==> src/rtl/set_bit_scanner_32bits_pkg.sv <==
// Shared types and constants for the 32-bit set-bit scanner.
// Holds the FSM encoding and the one-hot decode used to clear a scanned bit.
package set_bit_scanner_32bits_pkg;

    localparam int unsigned WIDTH = 32;
    localparam int unsigned IDX_W = 5;
    localparam int unsigned CNT_W = 6;

    typedef enum logic [1:0] {
        StIdle = 2'b00,
        StScan = 2'b01,
        StDone = 2'b10
    } state_t;

    function automatic logic [WIDTH-1:0] onehot(input logic [IDX_W-1:0] idx);
        return WIDTH'(1) << idx;
    endfunction

endpackage

==> src/rtl/lowest_set_index_32bits.sv <==
// Combinational priority encoder: index of the lowest set bit of a 32-bit mask.
// Five-level binary tree; each node prefers its lower half when that half has a set bit.
module lowest_set_index_32bits
    import set_bit_scanner_32bits_pkg::*;
(
    input  logic [WIDTH-1:0] i_mask,
    output logic [IDX_W-1:0] o_index,
    output logic             o_found
);

    logic [15:0]       w_f1;
    logic [15:0]       w_i1;
    logic [7:0]        w_f2;
    logic [7:0][1:0]   w_i2;
    logic [3:0]        w_f3;
    logic [3:0][2:0]   w_i3;
    logic [1:0]        w_f4;
    logic [1:0][3:0]   w_i4;

    for (genvar j = 0; j < 16; j++) begin : g_lvl1
        assign w_f1[j] = i_mask[2*j] | i_mask[2*j+1];
        assign w_i1[j] = ~i_mask[2*j];
    end

    for (genvar j = 0; j < 8; j++) begin : g_lvl2
        assign w_f2[j] = w_f1[2*j] | w_f1[2*j+1];
        assign w_i2[j] = w_f1[2*j] ? {1'b0, w_i1[2*j]} : {1'b1, w_i1[2*j+1]};
    end

    for (genvar j = 0; j < 4; j++) begin : g_lvl3
        assign w_f3[j] = w_f2[2*j] | w_f2[2*j+1];
        assign w_i3[j] = w_f2[2*j] ? {1'b0, w_i2[2*j]} : {1'b1, w_i2[2*j+1]};
    end

    for (genvar j = 0; j < 2; j++) begin : g_lvl4
        assign w_f4[j] = w_f3[2*j] | w_f3[2*j+1];
        assign w_i4[j] = w_f3[2*j] ? {1'b0, w_i3[2*j]} : {1'b1, w_i3[2*j+1]};
    end

    assign o_found = w_f4[0] | w_f4[1];
    assign o_index = w_f4[0] ? {1'b0, w_i4[0]} : {1'b1, w_i4[1]};

endmodule

==> src/rtl/set_bit_scanner_32bits.sv <==
// Walks a captured 32-bit word, handing off each set-bit index LSB-first over a
// valid/ready handshake, then pulses done for one cycle.
module set_bit_scanner_32bits
    import set_bit_scanner_32bits_pkg::*;
(
    input  logic             clock,
    input  logic             reset,
    input  logic             start,
    input  logic [WIDTH-1:0] data_in,
    output logic             busy,
    output logic             out_valid,
    input  logic             out_ready,
    output logic [IDX_W-1:0] out_index,
    output logic             out_last,
    output logic             done,
    output logic [CNT_W-1:0] count
);

    state_t           r_state, w_state_next;
    logic [WIDTH-1:0] r_mask, w_mask_next;
    logic [CNT_W-1:0] r_count, w_count_next;
    logic [IDX_W-1:0] w_low_idx;
    logic             w_found;
    logic             w_single;

    lowest_set_index_32bits u_lowest (
        .i_mask  (r_mask),
        .o_index (w_low_idx),
        .o_found (w_found)
    );

    // Exactly one bit left: clearing the lowest bit empties the mask.
    assign w_single = (r_mask & (r_mask - WIDTH'(1))) == '0;

    always_ff @(posedge clock) begin
        if (reset) begin
            r_state <= StIdle;
            r_mask  <= '0;
            r_count <= '0;
        end else begin
            r_state <= w_state_next;
            r_mask  <= w_mask_next;
            r_count <= w_count_next;
        end
    end

    always_comb begin
        w_state_next = r_state;
        w_mask_next  = r_mask;
        w_count_next = r_count;
        out_valid    = 1'b0;
        out_last     = 1'b0;
        out_index    = '0;
        done         = 1'b0;
        unique case (r_state)
            StIdle: begin
                if (start) begin
                    w_mask_next  = data_in;
                    w_count_next = '0;
                    w_state_next = (|data_in) ? StScan : StDone;
                end
            end
            StScan: begin
                out_valid = w_found;
                out_index = w_low_idx;
                out_last  = w_single;
                if (out_ready) begin
                    w_mask_next  = r_mask & ~onehot(w_low_idx);
                    w_count_next = r_count + CNT_W'(1);
                    if (w_single) begin
                        w_state_next = StDone;
                    end
                end
            end
            StDone: begin
                done         = 1'b1;
                w_state_next = StIdle;
            end
            default: w_state_next = StIdle;
        endcase
    end

    assign busy  = (r_state != StIdle);
    assign count = r_count;

endmodule

==> config.mk <==
export PLATFORM = sky130hd
export DESIGN_NAME = set_bit_scanner_32bits
export DESIGN_NICKNAME = d
export VERILOG_FILES = /design/src/rtl/set_bit_scanner_32bits_pkg.sv /design/src/rtl/lowest_set_index_32bits.sv /design/src/rtl/set_bit_scanner_32bits.sv
export SDC_FILE = /design/constraint.sdc
export NUM_CORES = 1
export LEC_CHECK = 0
export CAP_MARGIN = 20
export CORE_AREA = 10 10 100 80
export CTS_CLUSTER_DIAMETER = 30
export CTS_CLUSTER_SIZE = 24
export DETAILED_ROUTE_END_ITERATION = 7
export DIE_AREA = 0 0 110 90
export DONT_BUFFER_PORTS = 1
export GPL_TIMING_DRIVEN = 0
export PLACE_DENSITY_LB_ADDON = 0.15
export SYNTH_ARGS = -nofsm -noshare
export SYNTH_HDL_FRONTEND = slang
export SYNTH_SLANG_ARGS = --single-unit
==> constraint.sdc <==
create_clock -name clock -period 4 [get_ports clock]
set_clock_uncertainty 0.15 [all_clocks]
set_input_delay 0.4 -clock clock [delete_from_list [all_inputs] [get_ports clock]]
set_output_delay 0.4 -clock clock [all_outputs]
set_load 0.02 [all_outputs]
==> metrics.md <==
| Metric | Value |
|---|---|
| Logic pwr share | `53.9%` |
| Crit Path Category | `reg -> out` |
| Design area | `2877 sq um` |
| Placed cell area | `2748 sq um` |
| Final GP Congestion | `0.9126` |
| Crit end category | `output port` |
| Crit-path max cell delay | `0.58 ns` |
| Global-route wire length before repair | `14,770 um` |
| Seq cells post-synth | `40` |
| Clk root buf | `clkbuf_8` |
| CTS Hold Bufs | `0` |
| Type of the most critical hold path | `in -> reg` |
| Grt ovf | `0` |
| Core box area | `6100 sq um` |
| Port bufs | `0` |
| Largest net degree at the start of global routing | `13` |
| Post-Synthesis Cells | `344` |
| Leading cell types in the layout, fill and taps excluded | `40 x dfxtp_1, 38 x nor2_1, 33 x a21oi_1` |
| Number of synthesized flops with an enable pin | `0` |
| Die W | `110 um` |
| Starting Density | `43.38%` |
| Routed WL | `9615 um` |
| Iter 0 DRT Violations | `359` |
| Required @ worst endpoint | `3.45 ns` |
| Max Cap Viol | `0` |
| Synth cell types | `55` |
| Routed len/inst | `22.10 um` |
| Main synth FF type | `dfxtp_1` |
| Lkg Pwr | `0.9623 nW` |
| Crit Path Max Fanout | `8` |
| Synth Net Count | `381` |
| Warning count from the yosys run | `0` |
| Die area | `9900 sq um` |
| Total CTS buffers | `5` |
| Slowest cell on the critical path | `or4_4` |
| Area Growth Syn to Fin | `8.700%` |
| TritonCTS clock tree | `yes` |
| RSZ-0062 raised after global routing | `no` |
| Post-Syn Area per Cell | `7.693 sq um` |
| Minimum clock period | `3.855 ns` |
| Die Y | `90 um` |
| Worst-Margin Slew | `0.9046 ns` |
| CTS max path bufs | `2` |
| GR Util All Layers | `18.75%` |
| Seq/Total Area, Yosys | `30.26%` |
| Final WS setup | `0.1449 ns` |
| CP Cell Sequence | `clkbuf_1 > nor4_4 > nand2_1 > or4_4 > or4b_1 > a21oi_2 > nand3_2 > nor2_1` |
| Slew headroom | `39.29%` |
| # IOs | `51` |
| Worst vdd ir | `0.2214 mV` |
| Worst slack at placement | `0.4045 ns` |
| Fin. Hold Viols | `0` |
| Power Internal | `0.9679 mW` |
| DR vias/cell | `6.644` |
| FF/Latch Area | `800.8 sq um` |
| Inst Count DP | `425` |
| Crit path launch type | `register` |
| Final period utilization | `96.38%` |
| 1st-pass router iterations | `5` |
| Vias in the first global route | `2,484` |
| # DRC | `0` |
| CTS H-Tree Depth | `2` |
| Clock power frac | `17.9%` |
| Sw Share | `48.63%` |
| Sequential share of power | `28.3%` |
| Psw | `0.9162 mW` |
| Final nets | `390` |
| Status | `finished, final reports clean` |
| # clock sinks | `40` |
| Core Rows | `25` |
| Ratio of cells with drive above 1 in the final layout | `8.757%` |
| Max Freq | `0.2594 GHz` |
| Worst-skew pair later-pin latency | `0.30 ns` |
| Fillcell total | `635` |
| Cell Pwr Density | `655.0 nW/um^2` |
| Ant. Diodes | `0` |
| WP data arrival | `3.31 ns` |
| Initial antenna violation count | `0` |
| Fin Setup TNS | `0 ns` |
| Final Setup Violations | `0` |
| Post-Synthesis Cell Area | `2646 sq um` |
| Clock slew at reported path FFs | `0.09 ns` |
| Area of the multi-input gates | `1724 sq um` |
| Post-Layout Cell Count | `435` |
| Detail Placement HPWL | `7320 um` |
| Post-synthesis async set-or-reset flop share | `0%` |
| Final Max Tran Viols | `0` |
| Post-route ant nets | `0` |
| Commonest non-fill, non-tap cell in the layout | `dfxtp_1` |
| Vias | `2,890` |
==> metal layers <==
metal	vias up	GRT usage, %	wire length (um)
met2	153	25.44	4034
met4	0	5.411	213
li1	1340	-	-
met1	1377	27.34	4178
met5	-	0	0
met3	20	5.563	1189
==> kinds of logic (layout without fill, tap and decap cells) <==
group	count (synthesis)	after routing	synth area share, %
simple gates	141	141	29.88
compound gates	125	125	32.11
flops	40	40	30.26
buf+inv	30	40	4.823
xor+xnor	4	4	1.324
fa+ha+maj	3	3	1.229
mux	1	1	0.3783
==> sequential cells by signal, indices dropped and copies added (netlist names) <==
name     flops
count        6
r_mask      32
r_state      2
==> stage by stage <==
| step | hold slack (ns) | power, mW | utilization [%] |
|---|---|---|---|
| after floorplan | 0.3054 | 1.232 | - |
| after global placement | 0.3262 | 1.508 | 45.05 |
| after detailed placement | 0.3310 | 1.503 | 45.05 |
| after CTS | 0.07019 | 1.846 | 46.81 |
| after global routing | 0.06465 | 1.989 | 47.16 |
| final | 0.07508 | 1.884 | 47.16 |
==> cells in the mapped netlist, types with 3 or more instances <==
master	count	share of area [%]
o21ai_1	6	1.1
a32o_1	3	1.1
a31oi_1	3	0.71
nand3_1	8	1.5
or4_4	3	1.3
or3_1	3	0.71
and2_1	4	0.95
o311ai_1	8	2.6
a22oi_1	19	5.4
nor4_4	3	2.4
a21o_1	5	1.4
nor4_1	10	2.4
nor3b_1	8	2.3
o31ai_1	7	2.0
clkbuf_1	17	2.4
dfxtp_1	40	30
nand4_1	7	1.7
o21ai_0	12	2.3
o211ai_1	7	2.0
nand2_1	27	3.8
or2_2	3	0.71
a311oi_1	3	0.99
xor2_1	4	1.3
nor3_1	11	2.1
inv_1	8	1.1
buf_2	3	0.57
nor2_1	38	5.4
nor2b_1	6	1.4
o22ai_1	3	0.71
nand3b_1	3	0.85
a21oi_1	33	6.2
==> path summary, 6_finish.rpt <==
kind	from	endpoint	slack [ns]	cells past startpoint
setup / recovery	r_mask[10]	out_last	0.14	8
hold / removal	data_in[27]	r_mask[27]	0.08	2
setup reg to reg	r_mask[10]	r_mask[1]	0.71	9
hold reg to reg	r_mask[27]	r_mask[27]	0.34	2
==> what timing repair did <==
| item | 4_1_cts | 5_1_grt |
|---|---|---|
| endpoints found under the hold margin | 0 | 0 |
| resized for setup | 0 | 1 |
| setup buffers | 0 | 2 |
| endpoints found under the setup margin | 0 | 1 |
==> power groups by stage <==
stage          registers (mW)  clock network, mW  logic, mW
2_1_floorplan           0.517                  0      0.715
3_3_place_gp            0.537                  0      0.971
3_5_place_dp            0.538                  0      0.965
4_1_cts                 0.529              0.346      0.971
5_1_grt                 0.540              0.361       1.09
6_report                0.532              0.337       1.02
==> worst max-delay path: cells and delay by family, from the launching register on <==
family	cells	cell delay, ns
compound gates	1	0.23
flops	1	0.30
simple gates	6	2.28
buf+inv	1	0.21
==> final cells by class <==
type / instances / share of cell area [%]
buffer: 22 / 3.393
sequential: 40 / 27.84
clock buffer: 6 / 2.523
timing repair buffer: 2 / 0.5220
inverter: 8 / 1.044
multi-input combinational: 274 / 59.94
clock inverter: 2 / 1.218
tap: 81 / 3.523
Power figures use the tool's default switching activity.
